`src/rtl/led_pattern_sequencer.sv`:
```
// led_pattern_sequencer
//   Programmable multi-LED blink sequencer (clk_slow domain). Walks a table of
//   {mask, on-time, off-time} entries, driving N_LED outputs, with one-shot or
//   looped playback, start/stop control and live table writes.
// Ports
//   clk_slow, i_RST (async, active-high)
//   i_START / i_STOP / i_LOOP      playback control
//   i_CFG_WE/ADDR/MASK/ON/OFF      table write port
//   o_LED   registered LED drive
//   o_BUSY  high while in ON/OFF
//   o_DONE  one-cycle pulse on normal completion
//   o_STEP  current step (0 in IDLE)
module led_pattern_sequencer #(
  parameter int N_LED       = 4,
  parameter int N_STEP      = 4,
  parameter int STEP_W      = 2,
  parameter int CNT_W       = 8,
  parameter int DEFAULT_ON  = 2,
  parameter int DEFAULT_OFF = 3
) (
  input  logic              clk_slow,
  input  logic              i_RST,
  input  logic              i_START,
  input  logic              i_STOP,
  input  logic              i_LOOP,
  input  logic              i_CFG_WE,
  input  logic [STEP_W-1:0] i_CFG_ADDR,
  input  logic [N_LED-1:0]  i_CFG_MASK,
  input  logic [CNT_W-1:0]  i_CFG_ON,
  input  logic [CNT_W-1:0]  i_CFG_OFF,
  output logic [N_LED-1:0]  o_LED,
  output logic              o_BUSY,
  output logic              o_DONE,
  output logic [STEP_W-1:0] o_STEP
);

  typedef enum logic [1:0] {S_IDLE, S_ON, S_OFF} state_t;

  typedef struct packed {
    logic [N_LED-1:0] mask;
    logic [CNT_W-1:0] on_t;
    logic [CNT_W-1:0] off_t;
  } entry_t;

  localparam logic [STEP_W-1:0] LAST = STEP_W'(N_STEP - 1);

  function automatic entry_t dflt_entry(input int i);
    entry_t e;
    e.mask  = N_LED'(1) << (i % N_LED);
    e.on_t  = CNT_W'(DEFAULT_ON);
    e.off_t = CNT_W'(DEFAULT_OFF);
    return e;
  endfunction

  state_t            state_q, state_d;
  logic [CNT_W-1:0]  cnt_q, cnt_d;
  logic [CNT_W-1:0]  off_cur_q, off_cur_d;  // off-time latched at step entry
  logic [STEP_W-1:0] step_q, step_d;
  logic [N_LED-1:0]  led_q, led_d;
  logic              busy_q, busy_d;
  logic              done_q, done_d;
  entry_t            tbl_q [N_STEP];
  entry_t            tbl_d [N_STEP];

  logic              enter, eos, go_idle;
  logic [STEP_W-1:0] enter_step;
  entry_t            ent;

  always_comb begin
    state_d    = state_q;
    cnt_d      = cnt_q;
    off_cur_d  = off_cur_q;
    step_d     = step_q;
    led_d      = led_q;
    busy_d     = busy_q;
    done_d     = 1'b0;
    enter      = 1'b0;
    eos        = 1'b0;
    go_idle    = 1'b0;
    enter_step = step_q + STEP_W'(1);  // wraps LAST -> 0 for looping
    ent        = '0;
    for (int i = 0; i < N_STEP; i++) tbl_d[i] = tbl_q[i];
    if (i_CFG_WE) tbl_d[i_CFG_ADDR] = {i_CFG_MASK, i_CFG_ON, i_CFG_OFF};

    case (state_q)
      S_IDLE: if (i_START && !i_STOP) begin
        enter      = 1'b1;
        enter_step = '0;
      end
      S_ON: begin
        if (i_STOP)             go_idle = 1'b1;
        else if (cnt_q != '0)   cnt_d = cnt_q - CNT_W'(1);
        else if (off_cur_q != '0) begin
          state_d = S_OFF;
          cnt_d   = off_cur_q - CNT_W'(1);
          led_d   = '0;
        end
        else                    eos = 1'b1;
      end
      S_OFF: begin
        if (i_STOP)             go_idle = 1'b1;
        else if (cnt_q != '0)   cnt_d = cnt_q - CNT_W'(1);
        else                    eos = 1'b1;
      end
      default:                  go_idle = 1'b1;
    endcase

    if (eos) begin
      if (step_q != LAST || i_LOOP) enter = 1'b1;
      else begin
        go_idle = 1'b1;
        done_d  = 1'b1;
      end
    end

    if (go_idle) begin
      state_d = S_IDLE;
      led_d   = '0;
      busy_d  = 1'b0;
      step_d  = '0;
      cnt_d   = '0;
    end

    // Table is read pre-edge, so a write landing on the entry edge is not seen.
    if (enter) begin
      ent       = tbl_q[enter_step];
      state_d   = S_ON;
      step_d    = enter_step;
      led_d     = ent.mask;
      busy_d    = 1'b1;
      cnt_d     = (ent.on_t == '0) ? '0 : ent.on_t - CNT_W'(1);
      off_cur_d = ent.off_t;
    end
  end

  always_ff @(posedge clk_slow or posedge i_RST) begin
    if (i_RST) begin
      state_q   <= S_IDLE;
      cnt_q     <= '0;
      off_cur_q <= '0;
      step_q    <= '0;
      led_q     <= '0;
      busy_q    <= 1'b0;
      done_q    <= 1'b0;
      for (int i = 0; i < N_STEP; i++) tbl_q[i] <= dflt_entry(i);
    end else begin
      state_q   <= state_d;
      cnt_q     <= cnt_d;
      off_cur_q <= off_cur_d;
      step_q    <= step_d;
      led_q     <= led_d;
      busy_q    <= busy_d;
      done_q    <= done_d;
      for (int i = 0; i < N_STEP; i++) tbl_q[i] <= tbl_d[i];
    end
  end

  assign o_LED  = led_q;
  assign o_BUSY = busy_q;
  assign o_DONE = done_q;
  assign o_STEP = step_q;

endmodule
```
`config.mk`:
```
export PLATFORM = sky130hd
export DESIGN_NAME = led_pattern_sequencer
export DESIGN_NICKNAME = d
export VERILOG_FILES = /design/src/rtl/led_pattern_sequencer.sv
export SDC_FILE = /design/constraint.sdc
export NUM_CORES = 1
export LEC_CHECK = 0
export ABC_CLOCK_PERIOD_IN_PS = 3970
export BUFFER_PORTS_ARGS = -buffer_cell sky130_fd_sc_hd__buf_2
export CAP_MARGIN = 5
export CELL_PAD_IN_SITES_DETAIL_PLACEMENT = 1
export CELL_PAD_IN_SITES_GLOBAL_PLACEMENT = 1
export CORE_ASPECT_RATIO = 1.1
export CORE_MARGIN = 8
export CORE_UTILIZATION = 49
export DETAILED_ROUTE_END_ITERATION = 10
export HOLD_SLACK_MARGIN = 0.02
export PLACE_DENSITY = 0.89
export RECOVER_POWER = 100
export SYNTH_ARGS = -nofsm -noshare
export SYNTH_HDL_FRONTEND = slang
export SYNTH_SLANG_ARGS = --single-unit
```
`constraint.sdc`:
```
create_clock -name clk_slow -period 3.97 [get_ports clk_slow]
set_input_delay 0.5955 -clock clk_slow [delete_from_list [all_inputs] [get_ports clk_slow]]
set_output_delay 0.5955 -clock clk_slow [all_outputs]
set_load 0.005 [all_outputs]
```
==> Yosys cells after proc, flatten, opt, wreduce, memory -nomap -nowiden <==
Cells that the tools add are included.
{ "op_classes": {"addsub": 4, "n_lt_le_gt_ge": 3, "n_eq_ne": 9, "n_mux": 49, "n_bitwise": 2, "n_reduce_logical": 15} }
{ "ops": {"columns": ["operator", "count"], "rows": [
  ["80-bit bitwise mux", 1],
  ["8-bit 2-to-1 mux", 8],
  ["20-bit 2-to-1 mux", 3],
  ["20-bit binary-select mux with 2-bit select", 1],
  ["20-bit demux with 2-bit select", 1],
  ["4-bit 2-to-1 mux", 6],
  ["8-bit by 1-bit subtractor with 8-bit output, second input constant", 3],
  ["2-bit 2-to-1 mux", 10],
  ["1-bit 2-to-1 mux", 16],
  ["8-bit one-hot mux with 2 select lines", 1],
  ["8-bit nonzero test", 2],
  ["4-bit != test, second input constant", 3],
  ["8-bit zero test", 1],
  ["3-bit >= comparator, second input constant", 2],
  ["2-bit inverter with 3-bit output", 2],
  ["3-bit nonzero test", 2],
  ["5-bit != test, second input constant", 1],
  ["5-bit AND reduction", 1],
  ["1-bit one-hot mux with 2 select lines", 2],
  ["4-bit AND reduction", 1],
  ["4-bit nonzero test", 1],
  ["3-bit by 1-bit < comparator with 1-bit output, second input constant", 1],
  ["3-bit by 1-bit != test with 1-bit output, second input constant", 1],
  ["3-bit != test, second input constant", 1],
  ["10 further kinds", 11]
]} }
{ "word_totals": {"regBits": 106, "in_bits": 28, "output_inout_bits": 8, "word_cells": 101} }

==> Longest topological paths before layout <==
{ "depth": {"word_depth": 11, "ltp_mapped": 13} }

==> Worst setup path after synthesis <==
Ideal clock, no wire load.
{ "synth_path": {"path_type": "register to register", "from": "register step_q[0], in the netlist o_STEP[0]", "to": "register cnt_q[6]", "t_arrival_ns": 3.117, "required_ns": 3.844, "slack_ns": 0.727, "stages_incl_launch_ff": 14, "synth_period_minus_slack_ns": 3.243, "path_cell_list": "dfrtp_1 -> ha_1 -> clkbuf_1 -> buf_1 -> mux2i_1 -> o21ai_0 -> a22oi_1 -> ha_1 -> inv_1 -> a221oi_1 -> nor4b_1 -> xor2_1 -> a221oi_1 -> nor2_1"} }
{ "synth_between": {"elab_chain_len": 10, "word_cells_on_any_way": 24} }
{ "synth_lines": {"columns": ["item", "line", "source"], "rows": [
  ["start, declared", "58", "logic [STEP_W-1:0] step_q, step_d;"],
  ["start signal, assigned", "150", "step_q <= step_d;"],
  ["2-bit by 1-bit adder with 2-bit output", "80", "enter_step = step_q + STEP_W'(1);"],
  ["2-bit 2-to-1 mux", "86", "S_IDLE: if (i_START && !i_STOP) begin"],
  ["2-bit 2-to-1 mux", "85", "case (state_q)"],
  ["2-bit inverter with 3-bit output (implied by the code)", "126", "ent = tbl_q[enter_step];"],
  ["20-bit binary-select mux with 2-bit select", "126", null],
  ["20-bit 2-to-1 mux (implied by the code) (2 in series)", "126", null],
  ["8-bit by 1-bit subtractor with 8-bit output / 8-bit zero test (equally long branches)", "131", "cnt_d = (ent.on_t == '0) ? '0 : ent.on_t - CNT_W'(1);"],
  ["8-bit 2-to-1 mux", "131", null],
  ["8-bit 2-to-1 mux", "125", "if (enter) begin"],
  ["end signal, assigned", "148", "cnt_q <= cnt_d;"],
  ["end, declared", "56", "logic [CNT_W-1:0] cnt_q, cnt_d;"]
]} }
Parallel ways exist; a longest one is shown, timed or not. The select of a mux whose other input is x is not followed.
A chain may end at the register's enable or synchronous reset.

==> Final worst setup path <==
{ "layout_path": {"from": "register step_q[1], in the netlist o_STEP[1]", "to": "register cnt_q[6]"} }
The elaborated chain is that of the path after synthesis.

==> reports/results.tsv <==
metric	value	unit
setup repair after global routing missed its margin	false	
delay of the slowest cell on the worst path	0.65	ns
setup tns final	0	ns
CP Data Required Time	4.21	ns
Via density	6.07	
count of final setup violators	0	
Yosys Warn Count	0	
effective utilization at floorplan	0.495	
total power per unit cell area	621	mW/mm^2
Clock Skews	0.0128	ns
FF-to-FF Start	o_STEP[1]	
width of the chip	115	microns
worst-path fanout max	13	
number of pins with negative max-slew slack in the final report	79	
crit-path leading delay family	compound AO/OA/AOI/OAI gates	
clk sink count	106	
total gr overflow	0	
setup slack of the most critical reg-to-reg path	0.43	ns
root buffer selected by CTS	sky130_fd_sc_hd__clkbuf_16	
upper clock frequency limit	282	MHz
violated checks	max-capacitance violations, max-slew violations	
global-route usage over all layers	0.216	
total of hold buffers inserted after clock tree synthesis	0	
total of flip-flops plus latches after synthesis	106	
Clk pin slew, worst setup/hold paths	0.08	ns
worst hold slack after final layout	0.474	ns
average instance area after synthesis	11.4	sq um
standard cell with the maximum stage delay on the critical path	sky130_fd_sc_hd__ha_1	
Yosys cell types	46	
Layout Area Growth over Synthesis	11.5	%
remaining antenna violation count after routing	0	
Iter 0 DRT Violations	217	
Std-Cell Core Area	0.0107	sq mm
Antenna diodes	0	
headroom to the max-slew limit	-0.973	
post-CTS setup-driven buffer insertion count	0	
sequential fraction of the synthesis area	0.504	
post-cts repair resize count	0	
Static Leakage	2.50	nW
worst setup path start	o_STEP[1]	
FP Rows	40	
floorplan die area	0.0144	sq mm
ports placed on the boundary	36	
Peak supply drop	0.331	mV
number of enable flip-flop cells after synthesis	0	
via count of the first global-routing pass	4543	
kind of end point of the critical path	flip-flop	
worst hold path startpoint	i_LOOP	
total number of vias	3930	
CTS tree	done	
Total Nets Final	533	
type of the setup path with the least slack	flip-flop to flip-flop	
Final Hold Fails	0	
Vert. Die Dim	125	microns
total DRC errors in the routed layout	0	
per-cell routed wire length	22.4	microns
dpl hpwl	9960	microns
Clk Latency, worst-skew pair	0.36	ns
cts bufs inserted	9	
Clock H-tree levels	3	
reg-to-reg critical path endpoint	cnt_q[6]	
Worst setup SP type	flip-flop	
worst setup path endpoint	cnt_q[6]	
maximum number of pins on one net before global-route repair	79	
buffering stage count on the worst path with inverters included	1	
CTS max path bufs	2	
period utilization	0.892	
max-capacitance violation count	1	
data arrival at the endpoint of the critical path	3.78	ns
outcome	finished, violations left	
slew of the pin with the lowest slew margin	2.96	ns
Final Wtd Congestion	0.888	
cell-by-cell trace of the critical path	ha_1 > o21ai_1 > a22oi_1 > ha_1 > inv_1 > a221oi_1 > nor4b_1 > xor2_1 > a221oi_1 > nor2_1	
instance count of the mapped netlist	465	
PnR worst setup slack	0.427	ns
number of cells traversed by the worst register-to-register path	10	
logic depth of the worst setup path including buffers	10	
total nets after synthesis	503	
Min Clock Period, post-route	3.54	ns
min-delay worst type	input port to flip-flop	
Setup WS pre-CTS	0.574	ns
WL final	14500	microns
Layout Utilization	0.552	
Pre-antenna DRT Iters	4	
top_reg_cell synth	sky130_fd_sc_hd__dfrtp_1	
layout cells sized above 1	0.312	
wire length of the first global-routing pass	24300	microns
initial antenna violation count	0	
Async SR Flop Fraction	1.00	
port buffer count	35	
Cell Area, Synth	0.00530	sq mm
-- metrics by stage --
step / instance area, sq um / cells / total power, mW
after floorplan: 5300 / 465 / 2.33
after global placement: 5630 / 631 / 2.60
after detailed placement: 5630 / 631 / 2.70
after CTS: 5950 / 647 / 3.70
after global routing: 5910 / 647 / 3.86
final: 5910 / 647 / 3.67
-- Yosys cell counts (9+ instances only) --
cell type                  count  area (sq um)
sky130_fd_sc_hd__nor2_1       24          90.1
sky130_fd_sc_hd__inv_1        13          48.8
sky130_fd_sc_hd__dfrtp_1      90          2250
sky130_fd_sc_hd__mux2i_1       9          90.1
sky130_fd_sc_hd__dfstp_2      16           420
sky130_fd_sc_hd__ha_1         10           125
sky130_fd_sc_hd__nand3_1      11          55.1
sky130_fd_sc_hd__o22ai_1       9          56.3
sky130_fd_sc_hd__nand2_1      40           150
sky130_fd_sc_hd__mux2_2       93          1050
sky130_fd_sc_hd__o21ai_0      36           180
sky130_fd_sc_hd__a21oi_1       9          45.0
sky130_fd_sc_hd__clkbuf_1     19          71.3
-- power breakdown --
| part | switching, mW | internal [mW] |
|---|---|---|
| Combinational | 0.667 | 0.469 |
| Sequential | 0.218 | 1.36 |
| Clock | 0.437 | 0.522 |
-- flip-flops by register name, indices dropped and copies added, names as in the netlist --
signal / count
state_q: 2
tbl_q: 80
o_DONE: 1
off_cur_q: 8
o_LED: 4
o_STEP: 2
o_BUSY: 1
cnt_q: 8
-- final cells by class --
class / count / area (sq um)
flip-flops and latches: 106 / 2670
fillers: 1149 / 4800
well taps: 147 / 184
inverters: 13 / 48.8
multi-input cells: 323 / 2480
clock inverters: 6 / 78.8
clock buffers: 10 / 239
repair buffers: 42 / 210
-- worst min path at each step --
stage	end	slack (ns)	cells past startpoint
2_1_floorplan	tbl_q[31]	0.47	1
3_3_place_gp	tbl_q[6]	0.48	1
3_5_place_dp	o_LED[0]	0.49	2
4_1_cts	o_DONE	0.45	2
5_1_grt	o_DONE	0.47	2
6_report	o_DONE	0.47	2
-- metal layers --
layer / share of wire / global-route usage / wire, microns
met1: 0.40 / 0.242 / 5720
met5: 0 / 0 / 0
met4: 0.028 / 0.105 / 407
met3: 0.035 / 0.0318 / 504
met2: 0.54 / 0.388 / 7840
-- logic make-up after synthesis --
logic type                 synth area share
AOI/OAI and AO/OA                     0.109
xor gates and xnor gates             0.0182
adders and majority gates            0.0236
buffers and inverters                0.0257
DFF                                   0.504
muxes                                 0.215
and+or+nand+nor                       0.105
-- cells in the final DEF, fill, tap and decap left out, types with 11 or more instances in the layout --
cell / instances
sky130_fd_sc_hd__buf_2: 26
sky130_fd_sc_hd__dfrtp_1: 90
sky130_fd_sc_hd__dfstp_2: 16
sky130_fd_sc_hd__inv_1: 13
sky130_fd_sc_hd__mux2_2: 90
sky130_fd_sc_hd__nand2_1: 40
sky130_fd_sc_hd__nand3_1: 11
sky130_fd_sc_hd__nor2_1: 24
sky130_fd_sc_hd__o21ai_0: 36
Note: power is estimated with default switching activity, not from simulation.
